$ cat src/rtl/mem_loader.sv
// Byte-stream loader: packs four bytes little-endian into a word and writes
// consecutive words into the 64-entry memory starting at a captured base.
module mem_loader #(
  parameter int ADDR_WIDTH = 6,
  parameter int DATA_WIDTH = 32
) (
  input  logic                  clk,
  input  logic                  reset,
  input  logic                  start,
  input  logic [ADDR_WIDTH-1:0] base_addr,
  input  logic [ADDR_WIDTH:0]   num_words,
  input  logic                  byte_valid,
  input  logic [7:0]            byte_data,
  output logic                  byte_ready,
  output logic                  mem_write_enable,
  output logic [ADDR_WIDTH-1:0] write_address,
  output logic [DATA_WIDTH-1:0] write_data,
  output logic                  busy,
  output logic                  done
);

  // Handshake: a byte transfers on a posedge where byte_valid and byte_ready
  // are both high; byte_data must be held stable until that edge.
  typedef enum logic [1:0] {
    IDLE    = 2'd0,
    COLLECT = 2'd1,
    WRITE   = 2'd2,
    DONE    = 2'd3
  } state_t;

  state_t                state;
  logic [1:0]            byte_idx;
  logic [ADDR_WIDTH-1:0] cur_addr;
  logic [ADDR_WIDTH:0]   words_left;
  logic [DATA_WIDTH-1:0] word;

  always_ff @(posedge clk) begin
    if (reset) begin
      state            <= IDLE;
      byte_idx         <= '0;
      cur_addr         <= '0;
      words_left       <= '0;
      word             <= '0;
      byte_ready       <= 1'b0;
      mem_write_enable <= 1'b0;
      write_address    <= '0;
      write_data       <= '0;
      busy             <= 1'b0;
      done             <= 1'b0;
    end else begin
      // Pulsed outputs fall by default; each state raises them for one cycle.
      mem_write_enable <= 1'b0;
      done             <= 1'b0;
      case (state)
        IDLE: begin
          if (start) begin
            if (num_words != '0) begin
              cur_addr   <= base_addr;
              words_left <= num_words;
              byte_idx   <= '0;
              byte_ready <= 1'b1;
              busy       <= 1'b1;
              state      <= COLLECT;
            end else begin
              done  <= 1'b1;
              state <= DONE;
            end
          end
        end
        COLLECT: begin
          if (byte_valid) begin
            word[{byte_idx, 3'b000} +: 8] <= byte_data;
            byte_idx <= byte_idx + 1'b1;
            if (byte_idx == 2'd3) begin
              // The final byte goes straight into write_data alongside the
              // three lanes already held, so the write needs no extra cycle.
              write_data       <= {byte_data, word[DATA_WIDTH-9:0]};
              write_address    <= cur_addr;
              mem_write_enable <= 1'b1;
              byte_ready       <= 1'b0;
              state            <= WRITE;
            end
          end
        end
        WRITE: begin
          if (words_left == {{ADDR_WIDTH{1'b0}}, 1'b1}) begin
            busy  <= 1'b0;
            done  <= 1'b1;
            state <= DONE;
          end else begin
            words_left <= words_left - 1'b1;
            cur_addr   <= cur_addr + 1'b1;
            byte_ready <= 1'b1;
            state      <= COLLECT;
          end
        end
        DONE: begin
          state <= IDLE;
        end
        default: begin
          state <= IDLE;
        end
      endcase
    end
  end

endmodule

$ cat config.mk
export PLATFORM = sky130hd
export DESIGN_NAME = mem_loader
export DESIGN_NICKNAME = d
export VERILOG_FILES = /design/src/rtl/mem_loader.sv
export SDC_FILE = /design/constraint.sdc
export NUM_CORES = 1
export LEC_CHECK = 0
export ABC_AREA = 1
export CORE_ASPECT_RATIO = 0.7
export CORE_UTILIZATION = 32
export CTS_BUF_LIST = sky130_fd_sc_hd__clkbuf_4 sky130_fd_sc_hd__clkbuf_8 sky130_fd_sc_hd__clkbuf_16
export DETAILED_ROUTE_END_ITERATION = 8
export PLACE_DENSITY = 0.64
export SLEW_MARGIN = 10
export SYNTH_ARGS = -nofsm -noshare
export SYNTH_HDL_FRONTEND = slang
export SYNTH_SLANG_ARGS = --single-unit
$ cat constraint.sdc
create_clock -name clk -period 1.35 [get_ports clk]
set_input_delay 0.405 -clock clk [delete_from_list [all_inputs] [get_ports clk]]
set_output_delay 0.405 -clock clk [all_outputs]
set_load 0.01 [all_outputs]
# Word-level counts from Yosys, hierarchy flattened
# Cells that the tools add are included.
[op_classes] div_mod_pow=0 n_bitwise=2 n_lt_le_gt_ge=0 n_addsub=4 shifts=2 n_eq_ne=11 n_mux=32 n_reduce_logical=13 n_mul=0
[op_table] cell="bitwise mux 32 bit" count=1
[op_table] cell="variable shift 8 x 7 -> 32 bit, first input constant" count=1
[op_table] cell="variable part select 8 x 7 -> 32 bit" count=1
[op_table] cell="2-to-1 mux 7 bit" count=3
[op_table] cell="2-to-1 mux 6 bit" count=3
[op_table] cell="2-to-1 mux 2 bit" count=8
[op_table] cell="case mux 7 bit (2 select lines)" count=1
[op_table] cell="!= test 2 bit, second input constant" count=6
[op_table] cell="case mux 6 bit (2 select lines)" count=1
[op_table] cell="AND reduction 4 bit" count=3
[op_table] cell="2-to-1 mux 1 bit" count=10
[op_table] cell="case mux 2 bit (4 select lines)" count=1
[op_table] cell="equality test 7 x 1 -> 1 bit, second input constant" count=1
[op_table] cell="negation 5 -> 7 bit" count=1
[op_table] cell="nonzero test 7 bit" count=1
[op_table] cell="subtractor 7 x 1 -> 7 bit, second input constant" count=1
[op_table] cell="adder 6 x 1 -> 6 bit, second input constant" count=1
[op_table] cell="equality test 2 bit, second input constant" count=3
[op_table] cell="AND reduction 3 bit" count=2
[op_table] cell="AND reduction 6 bit" count=1
[op_table] cell="case mux 1 bit (2 select lines)" count=2
[op_table] cell="case mux 2 bit (2 select lines)" count=1
[op_table] cell="nonzero test 2 bit" count=2
[op_table] cell="case mux 1 bit (3 select lines)" count=1
[op_table] cell="7 further kinds" count=8
[totals] romBits=0 ramBits=0 output_inout_bits=42 regBits=91 mem_count=0 wordCells=75 latchBits=0

# Longest topological paths before layout
# Gate-level depths: netlist (run 1).
[logic_depth] word_depth=4 mapped_depth=12

# Least setup slack after synthesis (run 1)
# OpenSTA, ideal clock, no wires.
[synth_timing] path_type="register to register" from="register byte_idx[0]" to="register word[0]" t_arrival_ns=1.343 setup_slack_ns=-0.057 synth_period_minus_slack_ns=1.407 n_path_buf=0 path_stages_with_launch=8 path_cell_list="dfxtp_1 -> inv_1 -> ha_1 -> nor2_1 -> nand2_1 -> nor3_1 -> a21oi_1 -> nor2_1"
[synth_between] elab_chain_len=3 elab_cells_between_ends=4 classes_between="1 x add/sub; 2 x shift; 1 x mux"
[synth_lines] element="from (decl)" line="32" text="logic [1:0] byte_idx;"
[synth_lines] element="from (signal assigned)" line="73" text="byte_idx <= byte_idx + 1'b1;"
[synth_lines] element="negation 5 -> 7 bit (*)" line="72" text="word[{byte_idx, 3'b000} +: 8] <= byte_data;"
[synth_lines] element="variable part select 8 x 7 -> 32 bit or variable shift 8 x 7 -> 32 bit (tied branches)" line="72"
[synth_lines] element="bitwise mux 32 bit (*)" line="72"
[synth_lines] element="to (signal, indexed assignment)" line="72"
[synth_lines] element="to (decl)" line="35" text="logic [DATA_WIDTH-1:0] word;"
# Every way passes the cells marked *; elsewhere a longest branch is shown, timed or not.
# A chain may end at the register's enable or synchronous reset.

# Worst setup path in the final report (run 1)
[layout_timing] from="register byte_idx[1]" to="register write_data[6]"
[layout_between] elab_chain_len=2
[layout_lines] element="equality test 2 bit" line="74" text="if (byte_idx == 2'd3) begin"
[layout_lines] element="AND reduction 3 bit (no line)"
[layout_lines] element="to (signal assigned)" line="77" text="write_data <= {byte_data, word[DATA_WIDTH-9:0]};"
[layout_lines] element="to (decl)" line="17" text="output logic [DATA_WIDTH-1:0] write_data,"
# No other way between the ends.

==> flow_metrics.tcl, run 1 <==
set metrics [dict create \
    outcome "complete, but fails checks" \
    violations "negative setup slack" \
    drt_iter0_drc 219 \
    ant_nets 0 \
    track_usage 0.1744 \
    cts.path.max_buffers 2 \
    multiInputGateArea_um2 1867 \
    path_class "flip-flop to flip-flop" \
    overflow 0 \
    via_per_inst 4.825 \
    wl_um 10860 \
    regArea_um2 1682 \
    grt_pass1_vias 3445 \
    cp_slowest_cell "dfxtp_1" \
    rr_worst_depth 7 \
    fill_cells 1030 \
    ys_warn_count 0 \
    die_x_um 129.7 \
    hold-path-cell-count 2 \
    cp.arrival_ns 1.66 \
    seq_area_frac_synth 0.4551 \
    via_count 3841 \
    antennaDiodeCount 0 \
    drive_gt1_frac 0.3235 \
    synth_top_area_frac 0.4551 \
    antenna_found_initial 0 \
    min_period_over_period 1.066 \
    critPathBufInv 3 \
    clock_sinks 83 \
    synth_cell_types 26 \
    worst_path_largest_cell_delay_ns 0.33 \
    cts_buffers 9 \
    slew_viol_final 0 \
    cts-root-buf "clkbuf_16" \
    pre_cts_slack_ns -0.5398 \
    max_freq_mhz 694.6 \
    boundaryPins 67 \
    die_h_um 91.37 \
    cp_max_fo 5 \
    drc 0 \
    synthTopCellsByArea "dfxtp_1 (46%), a21oi_1 (8.9%), nand2_1 (8.7%)" \
    drv_cap 0 \
    htreeDepth 3 \
    finish.net_count 671 \
    tritoncts "built" \
    fin_crit_ns 1.440 \
    synth-seq-cells 83 \
    cp.required_ns 1.57 \
    worst_pin_slew_ns 0.2431 \
    synthesis.nets 545 \
    grt_pass1_wl_um 16250 \
    areaGrowthSynthToFinish_pct 54.87 \
    num_rows 32 \
    avgRoutedWirePerCell_um 13.65 \
    worstSetupEndpointType "flip-flop" \
    yosys.area.top_type "dfxtp_1" \
    powerDensity_nw_per_um2 1054 \
    setup_slack_ns -0.08958 \
    port_buffers 66 \
    grt_max_degree 40 \
    place.gp.congestion 0.8569 \
    path_depth 7 \
    worstSetupStartpointType "flip-flop" \
    dp_hpwl_um 6748 \
    finClkSkew_ns 0.008547 \
    final_core_util 0.5117 \
    cpLargestDelayFamily "buffers and inverters" \
    peakVddDrop_v 0.0006458 \
    syn_inst 512 \
    rsz0062_at_grt "true" \
    clock_latency_ns 0.34 \
    start_util 0.3304 \
    clkTransAtPathRegs_ns 0.06 \
    max_slew_margin 0.8362 \
    syn_avg_cell_area_um2 7.131 \
    die-area_um2 11850 \
    hold_viol 0 \
    mappedNetlistArea_um2 3651 \
    min_path_type "flip-flop to flip-flop" \
    first_pass_iters 5 \
    setup_violations 35 \
    core_um2 11050 \
    p_leak_nw 2.433 \
    crit_chain "buf_4 > ha_4 > nand2_4 > clkinv_8 > buf_12 > o21ai_0 > a21oi_1" \
]
[final timing paths]
kind	start	to	slack, ns
worst max-delay path	byte_idx[1]$_SDFFE_PP0P_	write_data[6]$_SDFFE_PP0P_	-0.09
worst min-delay path	word[3]$_SDFFE_PP0P_	write_data[3]$_SDFFE_PP0P_	0.45
worst max register to register	byte_idx[1]$_SDFFE_PP0P_	write_data[6]$_SDFFE_PP0P_	-0.09
worst min register to register	word[3]$_SDFFE_PP0P_	write_data[3]$_SDFFE_PP0P_	0.45
[power breakdown]
group	leakage, nW	total, W	switching (W)	internal (W)
Sequential	0.680	0.00261	0.0000705	0.00254
Combinational	1.61	0.000984	0.000539	0.000445
Clock	0.139	0.00237	0.00105	0.00131
[layout make-up]
type,instances,share of cell area
multi-input cells,343,0.3302
repair inverters,1,0.001992
well taps,153,0.03386
clock inverters,6,0.008409
clock buffers,10,0.04227
inverters,63,0.04492
repair buffers,137,0.2410
flip-flops and latches,83,0.2974
[state kept, by name, indices dropped and copies added (netlist names)]
register          flops
byte_ready            1
mem_write_enable      1
busy                  1
write_data           32
word                 24
cur_addr              6
write_address         6
words_left            7
done                  1
byte_idx              2
state                 2
[cells by family after synthesis]
group	after synthesis	synth area share
AO/OA/AOI/OAI	133	0.1827
XOR/XNOR	1	0.002399
adder cells (fa/ha/maj)	8	0.02742
buffers and inverters	86	0.1031
flip-flops	83	0.4551
AND/OR/NAND/NOR	201	0.2293
[per-stage QoR]
step / std cells / cell area [um^2] / TNS (ns) / hold WS (ns) / power (W)
3_3_place_gp: 758 / 4806 / -34.71 / 0.4405 / 0.003473
4_1_cts: 783 / 5318 / -0.01174 / 0.4524 / 0.005918
2_1_floorplan: 512 / 3656 / 0 / 0.4291 / 0.003140
6_report: 796 / 5654 / -0.8933 / 0.4485 / 0.005958
3_5_place_dp: 758 / 4806 / -37.84 / 0.4433 / 0.003494
5_1_grt: 796 / 5654 / -4.230 / 0.4763 / 0.006244
[worst min-delay path, delay by kind of cell, from the launching register on]
family / cells / cell delay, ns
buf+inv: 1 / 0.06
compound gates: 1 / 0.06
flops: 1 / 0.30
[synthesized netlist by cell type]
cell      count
nor2_4        2
dfxtp_1      83
o21ai_0      63
buf_6         5
nand3_1      15
clkinv_2      1
inv_1        61
nand2_4       1
buf_2         9
nor3_1        2
nand3_2       1
a31oi_1       1
inv_2         1
nand2_2       4
o21ai_1       4
nor2_1       83
ha_1          8
nor2_2        2
nand4_1       3
nand2_1      85
or2_2         1
xor2_1        1
a21oi_1      65
clkbuf_1      8
buf_4         1
nand3b_1      2
[metal layers]
layer,up-vias,wire (um),GRT usage
li1,1894,-,-
met1,1820,5145,0.2358
met2,109,4969,0.2683
met3,18,565,0.03948
met4,0,182,0.06589
met5,-,0,0
[repair_timing]
| item | in CTS | in global routing |
|---|---|---|
| hold buffers | 0 | 0 |
| pin swaps | 8 | 26 |
| gates resized for setup | 124 | 116 |
| hold endpoints to repair | 0 | 0 |
| setup buffers | 6 | 4 |
| gates cloned | 3 | 9 |
| setup endpoints to repair | 121 | 118 |
[cells in the final DEF, fill, tap and decap left out, drive strengths merged, types with 2 or more instances in the layout]
| cell type | instances |
|---|---|
| nand2 | 90 |
| nor2 | 87 |
| dfxtp | 83 |
| o21ai | 67 |
| inv | 65 |
| buf | 65 |
| a21oi | 65 |
| clkbuf | 39 |
| clkdlybuf4s15 | 19 |
| nand3 | 16 |
| clkdlybuf4s50 | 15 |
| dlygate4sd2 | 9 |
| ha | 8 |
| clkinv | 4 |
| nand4 | 3 |
| nor3 | 2 |
| nand3b | 2 |
Power figures use the tool's default switching activity.
==> inputs of run 2 (changes only) <==
--- a/config.mk
+++ b/config.mk
@@ -8,8 +8,9 @@
 export ABC_AREA = 1
 export CORE_ASPECT_RATIO = 0.7
 export CORE_UTILIZATION = 32
-export CTS_BUF_LIST = sky130_fd_sc_hd__clkbuf_4 sky130_fd_sc_hd__clkbuf_8 sky130_fd_sc_hd__clkbuf_16
+export CTS_BUF_LIST = sky130_fd_sc_hd__clkbuf_2 sky130_fd_sc_hd__clkbuf_4 sky130_fd_sc_hd__clkbuf_8
 export DETAILED_ROUTE_END_ITERATION = 8
+export MAX_ROUTING_LAYER = met4
 export PLACE_DENSITY = 0.64
 export SLEW_MARGIN = 10
 export SYNTH_ARGS = -nofsm -noshare
==> run 2 against run 1 <==
The flow still finishes with violations (negative setup slack). Routed wire length rose by 5.8%. Worst hold slack improved by 0.0042 ns. Critical path depth rose by 2. Design area rose by 1.3%. Sequential cell count did not move. Clock power fell by 28%. Maximum frequency fell by 0.18%. Utilization rose by 0.65 points. Die area did not move. Critical path type unchanged. Largest cell class unchanged.
==> flow_metrics.tcl, run 2 (synthesis results as in run 1) <==
set metrics [dict create \
    max_slew_margin 0.7944 \
    clock_latency_ns 0.36 \
    track_usage 0.1832 \
    rr_worst_depth 9 \
    boundaryPins 67 \
    tritoncts "built" \
    areaGrowthSynthToFinish_pct 56.82 \
    hold_buffers 0 \
    rsz0062_at_grt "true" \
    largestRegisters "write_data x32, word x24, words_left x7" \
    setup_violations 46 \
    clkTransAtPathRegs_ns 0.09 \
    cts_buffers 9 \
    cts-root-buf "clkbuf_8" \
    p_leak_nw 2.540 \
    hold_ws_ns 0.4528 \
    clock_sinks 83 \
    outcome "complete, but fails checks" \
    stdcell_area_um2 5725 \
    fin_crit_ns 1.442 \
    slew_viol_final 0 \
    dp_hpwl_um 6748 \
    first_pass_iters 5 \
    final_common_cell "nor2_1" \
    die_h_um 91.37 \
    final_cell_mix "nor2_1 (73), nand2_1 (68), inv_1 (53), buf_4 (53), a21oi_1 (47)" \
    regMostFlops "write_data" \
    drive_gt1_frac 0.4135 \
    cp.required_ns 1.64 \
    peakVddDrop_v 0.0004655 \
    htreeDepth 3 \
    grt_pass1_wl_um 16590 \
    max_freq_mhz 693.4 \
    place.gp.congestion 0.8706 \
    core_um2 11050 \
    min_period_over_period 1.068 \
    port_buffers 66 \
    num_rows 32 \
    drv_cap 0 \
    critical_path.endpoint "word[0]$_SDFFE_PP0P_" \
    worstSetupStartpointType "flip-flop" \
    start_util 0.3304 \
    powerDensity_nw_per_um2 948.2 \
    dpl_cell_area_um2 4806 \
    drt_iter0_drc 243 \
    min_path_type "flip-flop to flip-flop" \
    final.setup.tns_ns -1.473 \
    finish.net_count 681 \
    antennaDiodeCount 0 \
    violations "negative setup slack" \
    reg2reg_to "word[0]$_SDFFE_PP0P_" \
    startpoint "state[1]$_SDFFE_PP0P_" \
    grt_pass1_vias 3482 \
    finClkSkew_ns 0.01800 \
    antenna_found_initial 0 \
    path_class "flip-flop to flip-flop" \
    avgRoutedWirePerCell_um 14.25 \
    die-area_um2 11850 \
    setup_slack_ns -0.09216 \
    via_per_inst 4.887 \
    wl_um 11490 \
    pre_cts_slack_ns -0.5398 \
    drc 0 \
    total_power_w 0.005429 \
    cp.arrival_ns 1.74 \
    cts.path.max_buffers 2 \
    reg2reg_from "state[1]$_SDFFE_PP0P_" \
    grt_max_degree 40 \
    die_x_um 129.7 \
    hold_viol 0 \
    via_count 3939 \
    overflow 0 \
    cp_max_fo 8 \
    worstSetupEndpointType "flip-flop" \
    ant_nets 0 \
    worst_pin_slew_ns 0.3084 \
    r2r_setup_slack_ns -0.09 \
    largest_register_ffs 32 \
]
## run 2: changes by cell type in the layout (fill, tap and decap cells not counted), moves of 12 or more
| cell | before | now |
|---|---|---|
| buf_2 | 0 | 29 |
| clkbuf_2 | 23 | 9 |
| clkdlybuf4s15_1 | 12 | 0 |
| dfxtp_1 | 71 | 45 |
| dfxtp_2 | 10 | 35 |
| o21ai_2 | 7 | 20 |
## run 2: area by class of cell
type                            instances  area, um^2
Clock buffer                           10       137.6
Clock inverter                          6       47.55
Timing Repair Buffer                  145        1364
Multi-Input combinational cell        345        1998
Sequential cell                        83        1717
Timing Repair inverter                  1       16.27
Tap cell                              153       191.4
Fill cell                            1028        5325
Inverter                               63       254.0
## run 2: how the worst min path moves through the flow
stage | from | to | slack, ns | depth (start not counted)
finish | word[6]$_SDFFE_PP0P_ | write_data[6]$_SDFFE_PP0P_ | 0.45 | 2
global route | word[4]$_SDFFE_PP0P_ | write_data[4]$_SDFFE_PP0P_ | 0.48 | 2
detailed placement | word[6]$_SDFFE_PP0P_ | write_data[6]$_SDFFE_PP0P_ | 0.44 | 2
floorplan | word[2]$_SDFFE_PP0P_ | word[2]$_SDFFE_PP0P_ | 0.43 | 2
global placement | word[4]$_SDFFE_PP0P_ | write_data[4]$_SDFFE_PP0P_ | 0.44 | 2
CTS | word[14]$_SDFFE_PP0P_ | write_data[14]$_SDFFE_PP0P_ | 0.45 | 2
## run 2: through the flow
| step | util | std cells |
|---|---|---|
| 2_1_floorplan | - | 512 |
| 3_3_place_gp | 0.4349 | 758 |
| 3_5_place_dp | 0.4349 | 758 |
| 4_1_cts | 0.4845 | 785 |
| 5_1_grt | 0.5181 | 806 |
| 6_report | 0.5181 | 806 |
## run 2: worst max-delay path, stage by stage, from the launching register on
cell and delay, ns:
dfxtp_4 0.38, inv_4 0.07, nand2_4 0.05, nor2_4 0.23, buf_12 0.15, nand2_4 0.07, buf_8 0.14, nor3_4 0.12
a21oi_1 0.07, nor2_1 0.09
## run 2: per-layer routing
| layer | routed length [um] | GRT usage |
|---|---|---|
| met1 | 5447 | 0.2440 |
| met2 | 5124 | 0.2754 |
| met3 | 668 | 0.04184 |
| met4 | 248 | 0.05233 |
| met5 | 0 | - |
## run 2: timing repair
item                                    CTS  global route
endpoints found under the setup margin  121           121
cloned                                    4             9
setup buffers                             7            13
pin swaps                                23            30
resized for setup                       189           160
## run 2: power by group
part / switching, W / total, W / internal, W / leakage, nW
registers: 0.0000757 / 0.00261 / 0.00254 / 0.693
clock network: 0.000978 / 0.00171 / 0.000736 / 0.0933
logic: 0.000601 / 0.00110 / 0.000501 / 1.75
